===== src/rtl/break_ctrl.sv =====
`default_nettype none
// ============================================================================
// Module   : break_ctrl
// Purpose  : ID-stage interrupt/exception take logic, break-PC write and eret.
//            Optional macro BREAK_CAUSE_EN adds the registered break_cause port.
// Revision : 1.0 - initial release
// ============================================================================
module break_ctrl #(
  parameter logic [31:0] IRQ_VECTOR = 32'h8000_0004,
  parameter logic [31:0] EXC_VECTOR = 32'h8000_0008
) (
  input  logic        clk,
  input  logic        reset,
  input  logic        irq,
  input  logic        id_valid,
  input  logic        id_squash,
  input  logic [31:0] redirect_pc,
  input  logic [31:0] id_pc,
  input  logic        id_undef,
  input  logic        id_syscall,
  input  logic        id_eret,
  input  logic        pipe_stall,
  output logic        break_wr_en,
  output logic [31:0] break_pc,
  output logic        take_vector,
  output logic [31:0] vector_addr,
  output logic        take_return,
  output logic        flush_if,
  output logic        flush_id,
  output logic        kernel_mode
`ifdef BREAK_CAUSE_EN
  ,
  output logic [1:0]  break_cause
`endif
);

  localparam logic [0:0] S_USER   = 1'b0;
  localparam logic [0:0] S_KERNEL = 1'b1;

  localparam logic [1:0] C_CAUSE_NONE  = 2'b00;
  localparam logic [1:0] C_CAUSE_IRQ   = 2'b01;
  localparam logic [1:0] C_CAUSE_UNDEF = 2'b10;
  localparam logic [1:0] C_CAUSE_SYS   = 2'b11;

  logic [0:0] state_q;
  logic [0:0] state_d;
  logic       irq_pending_q;
  logic       irq_pending_d;

  logic       w_user;
  logic       w_id_real;
  logic       w_irq_now;
  logic       w_irq_req;
  logic       w_can_act;
  logic       w_take_undef;
  logic       w_take_sys;
  logic       w_take_irq;
  logic       w_take;
  logic       w_return;

  // Take decision; a stalled or resetting cycle decides nothing.
  always_comb begin
    w_user       = (state_q == S_USER);
    w_id_real    = id_valid & ~id_squash;
    w_irq_now    = irq & w_user;
    w_irq_req    = irq_pending_q | w_irq_now;
    w_can_act    = ~reset & ~pipe_stall;
    w_take_undef = w_can_act & w_user & w_id_real & id_undef;
    w_take_sys   = w_can_act & w_user & w_id_real & id_syscall & ~id_undef;
    // A bubble has no PC to return to, so the interrupt waits in irq_pending.
    w_take_irq   = w_can_act & w_user & w_irq_req & (w_id_real | id_squash)
                   & ~(w_id_real & (id_undef | id_syscall));
    w_take       = w_take_undef | w_take_sys | w_take_irq;
    w_return     = w_can_act & ~w_user & w_id_real & id_eret;
  end

  // FSM: state register
  always_ff @(posedge clk) begin
    if (reset) begin
      state_q <= S_USER;
    end else begin
      state_q <= state_d;
    end
  end

  // FSM: next state
  always_comb begin
    state_d = state_q;
    case (state_q)
      S_USER:   if (w_take)   state_d = S_KERNEL;
      S_KERNEL: if (w_return) state_d = S_USER;
      default:  state_d = S_USER;
    endcase
  end

  // FSM: outputs
  always_comb begin
    break_wr_en = 1'b0;
    take_vector = 1'b0;
    take_return = 1'b0;
    flush_if    = 1'b0;
    flush_id    = 1'b0;
    vector_addr = EXC_VECTOR;
    break_pc    = id_pc;
    kernel_mode = (state_q == S_KERNEL);
    if (w_take) begin
      break_wr_en = 1'b1;
      take_vector = 1'b1;
      flush_if    = 1'b1;
      flush_id    = 1'b1;
      if (w_take_irq) begin
        vector_addr = IRQ_VECTOR;
        break_pc    = id_squash ? redirect_pc : id_pc;
      end else begin
        break_pc    = id_pc + 32'd4;
      end
    end else if (w_return) begin
      take_return = 1'b1;
      flush_if    = 1'b1;
    end
  end

  // Pending interrupt survives stalls, bubbles and kernel residency.
  always_comb begin
    irq_pending_d = irq_pending_q;
    if (w_take_irq) begin
      irq_pending_d = 1'b0;
    end else if (w_irq_now) begin
      irq_pending_d = 1'b1;
    end
  end

  always_ff @(posedge clk) begin
    if (reset) begin
      irq_pending_q <= 1'b0;
    end else begin
      irq_pending_q <= irq_pending_d;
    end
  end

`ifdef BREAK_CAUSE_EN
  logic [1:0] cause_q;
  logic [1:0] cause_d;

  always_comb begin
    cause_d = cause_q;
    if (w_take_undef) begin
      cause_d = C_CAUSE_UNDEF;
    end else if (w_take_sys) begin
      cause_d = C_CAUSE_SYS;
    end else if (w_take_irq) begin
      cause_d = C_CAUSE_IRQ;
    end
  end

  always_ff @(posedge clk) begin
    if (reset) begin
      cause_q <= C_CAUSE_NONE;
    end else begin
      cause_q <= cause_d;
    end
  end

  assign break_cause = cause_q;
`else
  logic w_unused_cause;
  assign w_unused_cause = ^{C_CAUSE_NONE, C_CAUSE_IRQ, C_CAUSE_UNDEF, C_CAUSE_SYS};
`endif

endmodule
`default_nettype wire


===== config.mk =====
export PLATFORM = sky130hd
export DESIGN_NAME = break_ctrl
export DESIGN_NICKNAME = d
export VERILOG_FILES = /design/src/rtl/break_ctrl.sv
export SDC_FILE = /design/constraint.sdc
export NUM_CORES = 1
export LEC_CHECK = 0
export BUFFER_PORTS_ARGS = -buffer_cell sky130_fd_sc_hd__clkbuf_2
export CAP_MARGIN = 20
export CORE_UTILIZATION = 40
export DETAILED_ROUTE_END_ITERATION = 10
export PLACE_DENSITY = 0.83
export SYNTH_ARGS = -nofsm -noshare
export SYNTH_HDL_FRONTEND = slang
export SYNTH_SLANG_ARGS = --single-unit

===== constraint.sdc =====
create_clock -name clk -period 2.1 [get_ports clk]
set_input_delay 0.42 -clock clk [delete_from_list [all_inputs] [get_ports clk]]
set_output_delay 0.42 -clock clk [all_outputs]
set_load 0.01 [all_outputs]

==> summary.md <==
| Metric | Value |
|---|---|
| Pwr Density | `249 nW/um2` |
| Clock sinks | `2` |
| Worst setup path class | `in2out` |
| GRT overflow | `0` |
| Compound-Gate Fraction of Synth Area | `33.0%` |
| Cts hold-fix bufs | `0` |
| R2r startpoint | `kernel_mode` |
| Total core area | `4060 um2` |
| Max-cap violations | `0` |
| Fmax | `about 420 MHz` |
| Sum Neg Setup Slack | `-4790 ps` |
| CP required | `between 1500 and 2000 ps` |
| Placement Rows | `23` |
| Final worst setup slack | `-274 ps` |
| Status | `complete, but fails checks` |
| First-pass GRT wire length | `~12000 um` |
| Number of flops mapped to enable cells by yosys | `0` |
| Hpwl dp | `roughly 5500 um` |
| CTS tree | `done` |
| Distinct cells, synth | `between 50 and 60` |
| Top cell type's share of synthesized area | `14.8%` |
| Crit share post-route | `113%` |
| Initial core utilization | `between 40 and 50%` |
| RSZ-0062 raised after global routing | `true` |
| I/O Pins | `143` |
| Synth Area in Adders | `0.726%` |
| Vias in the first global route | `between 2000 and 3000` |
| Ys async rst share | `0%` |
| Antenna cells | `0` |
| Layout cells sized above 1 | `62.6%` |
| DR vias | `about 3200` |
| Tightest Hold Check Type | `in2reg` |
| Post-route DRC | `0` |
| Antenna violations before repair | `0` |
| Largest family of logic cells by synthesized area | `simple AND/OR/NAND/NOR gates` |
| WL per Instance | `20.0 um` |
| Number of I/O port buffers | `between 100 and 150` |
| Final WL | `10200 um` |
| Startpoint types | `primary input` |
| Vias per cell | `6.33` |
| Clk_skew | `approximately 6.6 ps` |
| Final std cells w/o fill | `around 510` |
| Drt initial violations | `~440` |
| Top cells by area, synth | `buf_4, nand2_1, nand4_1` |
| Worst-Skew Late Latency | `230 ps` |
| Tot GR Track Use | `33.2%` |
| Routed Antenna Nets | `0` |
| Clock Root Buffer | `clkbuf_8` |
| Die height | `slightly below 70 um` |
| Sequential share of the synthesized area | `2.32%` |
| Area of the mapped netlist | `1720 um2` |
| Pins over their slew limit | `0` |
| Pre-CTS setup slack | `-352 ps` |
| CTS Buffer Depth | `2` |
| Pin count of the biggest net entering global routing | `16` |
| Die area | `between 4000 and 5000 um2` |
| Peak supply drop | `0.000237 V` |
| Min-delay src | `reset` |
| Failing checks | `negative setup slack` |
| Syn Area/Cell | `6.58 um2` |
| Placed Cells | `490` |
| Syn Inst Count | `262` |
| XOR/XNOR Fraction of Synth Area | `1.02%` |
| Area leader, netlist | `buf_4` |
| Top FF cell, synth | `dfxtp_1` |
| H-tree depth | `1` |
| TritonCTS Buffers | `3` |
| Worst setup EP type | `primary output` |
| Fin crit period | `approximately 2400 ps` |
| Die W | `around 68 um` |
| Mux contribution to synthesized area | `5.30%` |
| Setup crit start | `id_pc[3]` |
| Placer Congestion | `between 0.9 and 1` |
| Syn. warnings | `0` |
| CP Max Fanout | `5` |
| WHS | `400 ps` |
| Endpoints failing setup | `34` |
| Final hold vios | `0` |
| Leak | `1.71 nW` |
| Simple-gate share of the synthesized area | `37.3%` |
| Post-synthesis to final-layout area growth | `106%` |
| #FFs+latches synth | `2` |
| CP Data Arrival Time | `1950 ps` |
| Clock transition at path regs | `roughly 30 ps` |
| Router iterations before antenna repair | `5` |
| Nets | `539` |
==> per-stage QoR <==
step,power [mW],util (%),cell area (um2)
after floorplan,0.309,-,1840
after global placement,0.525,68.7,2790
after detailed placement,0.537,68.7,2790
after CTS,0.763,78.4,3180
after global routing,0.922,87.3,3540
final,0.883,87.3,3540
==> power by group <==
part	internal [mW]	switching, mW
Combinational	0.321	0.344
Sequential	0.0413	0.00808
Clock	0.123	0.0447
==> flip-flops by register name, indices dropped and copies added, names as in the netlist <==
register       count
kernel_mode        1
irq_pending_q      1
==> cell usage after synthesis, types with 3 or more instances <==
cell,n
or2_2,3
o21ai_0,15
buf_4,34
buf_2,6
a221o_1,3
inv_1,7
o22ai_1,5
a21oi_1,15
nand2_1,31
nor3_1,6
nand3_1,10
and3_1,5
o221ai_1,3
mux2i_1,8
and2_1,4
o32a_1,3
a211oi_1,7
nand4_1,16
a221oi_1,3
o221a_2,3
nor2_1,25
==> worst max-delay path: stages <==
cell,delay [ps]
buf_8,80
ha_4,150
nand3_4,80
nor3_4,310
buf_4,210
nand3_2,140
o32a_1,330
o21a_1,110
clkbuf_2,120
==> cells in the final DEF, fill, tap and decap left out, types with 5 or more instances in the layout <==
| cell type | synthesis | routed |
|---|---|---|
| a211oi_2 | 1 | 6 |
| a21oi_2 | 1 | 8 |
| clkbuf_2 | 0 | 76 |
| buf_6 | 2 | 24 |
| o21ai_1 | 1 | 8 |
| nand4_1 | 16 | 16 |
| conb_1 | 2 | 30 |
| nor3_1 | 6 | 5 |
| nand3_1 | 10 | 6 |
| nor2_1 | 25 | 20 |
| nand2_1 | 31 | 28 |
| mux2i_1 | 8 | 8 |
| buf_4 | 34 | 81 |
| a21oi_1 | 15 | 7 |
| inv_1 | 7 | 6 |
| buf_2 | 6 | 21 |
==> logic make-up (layout without fill, tap and decap cells) <==
group / after synthesis / in the layout
simple gates: 118 / 118
flops: 2 / 2
compound gates: 78 / 79
mux: 9 / 9
other cells: 2 / 30
fa+ha+maj: 1 / 1
xor+xnor: 2 / 2
buf+inv: 50 / 222
==> what timing repair did <==
item | 4_1_cts | 5_1_grt
gates resized for setup | 67 | 92
endpoints found under the setup margin | 35 | 34
endpoints found under the hold margin | 0 | 0
pin swaps | 22 | 20
gates cloned | 1 | 1
buffers inserted | 9 | 9
==> final cells by class <==
cell class / count / area, um2
multi-input cells: 239 / 1840
well taps: 50 / 62.6
inverters: 8 / 38.8
fillers: 218 / 517
repair buffers: 211 / 1520
clock buffers: 3 / 41.3
flip-flops and latches: 2 / 45.0
==> final timing paths <==
| path | end | slack (ps) | depth (start not counted) |
|---|---|---|---|
| setup / recovery | break_pc[16] | -270 | 9 |
| hold / removal | kernel_mode | 400 | 2 |
| setup reg to reg | kernel_mode | 430 | 7 |
| hold reg to reg | kernel_mode | 730 | 3 |
==> routing by layer <==
metal	vias up	share of wire [%]	GRT usage, %
li1	1348	-	-
met1	1441	34	36.2
met2	338	46	63.1
met3	119	11	3.89
met4	0	9.1	14.4
met5	-	0	0
Power figures use the tool's default switching activity.
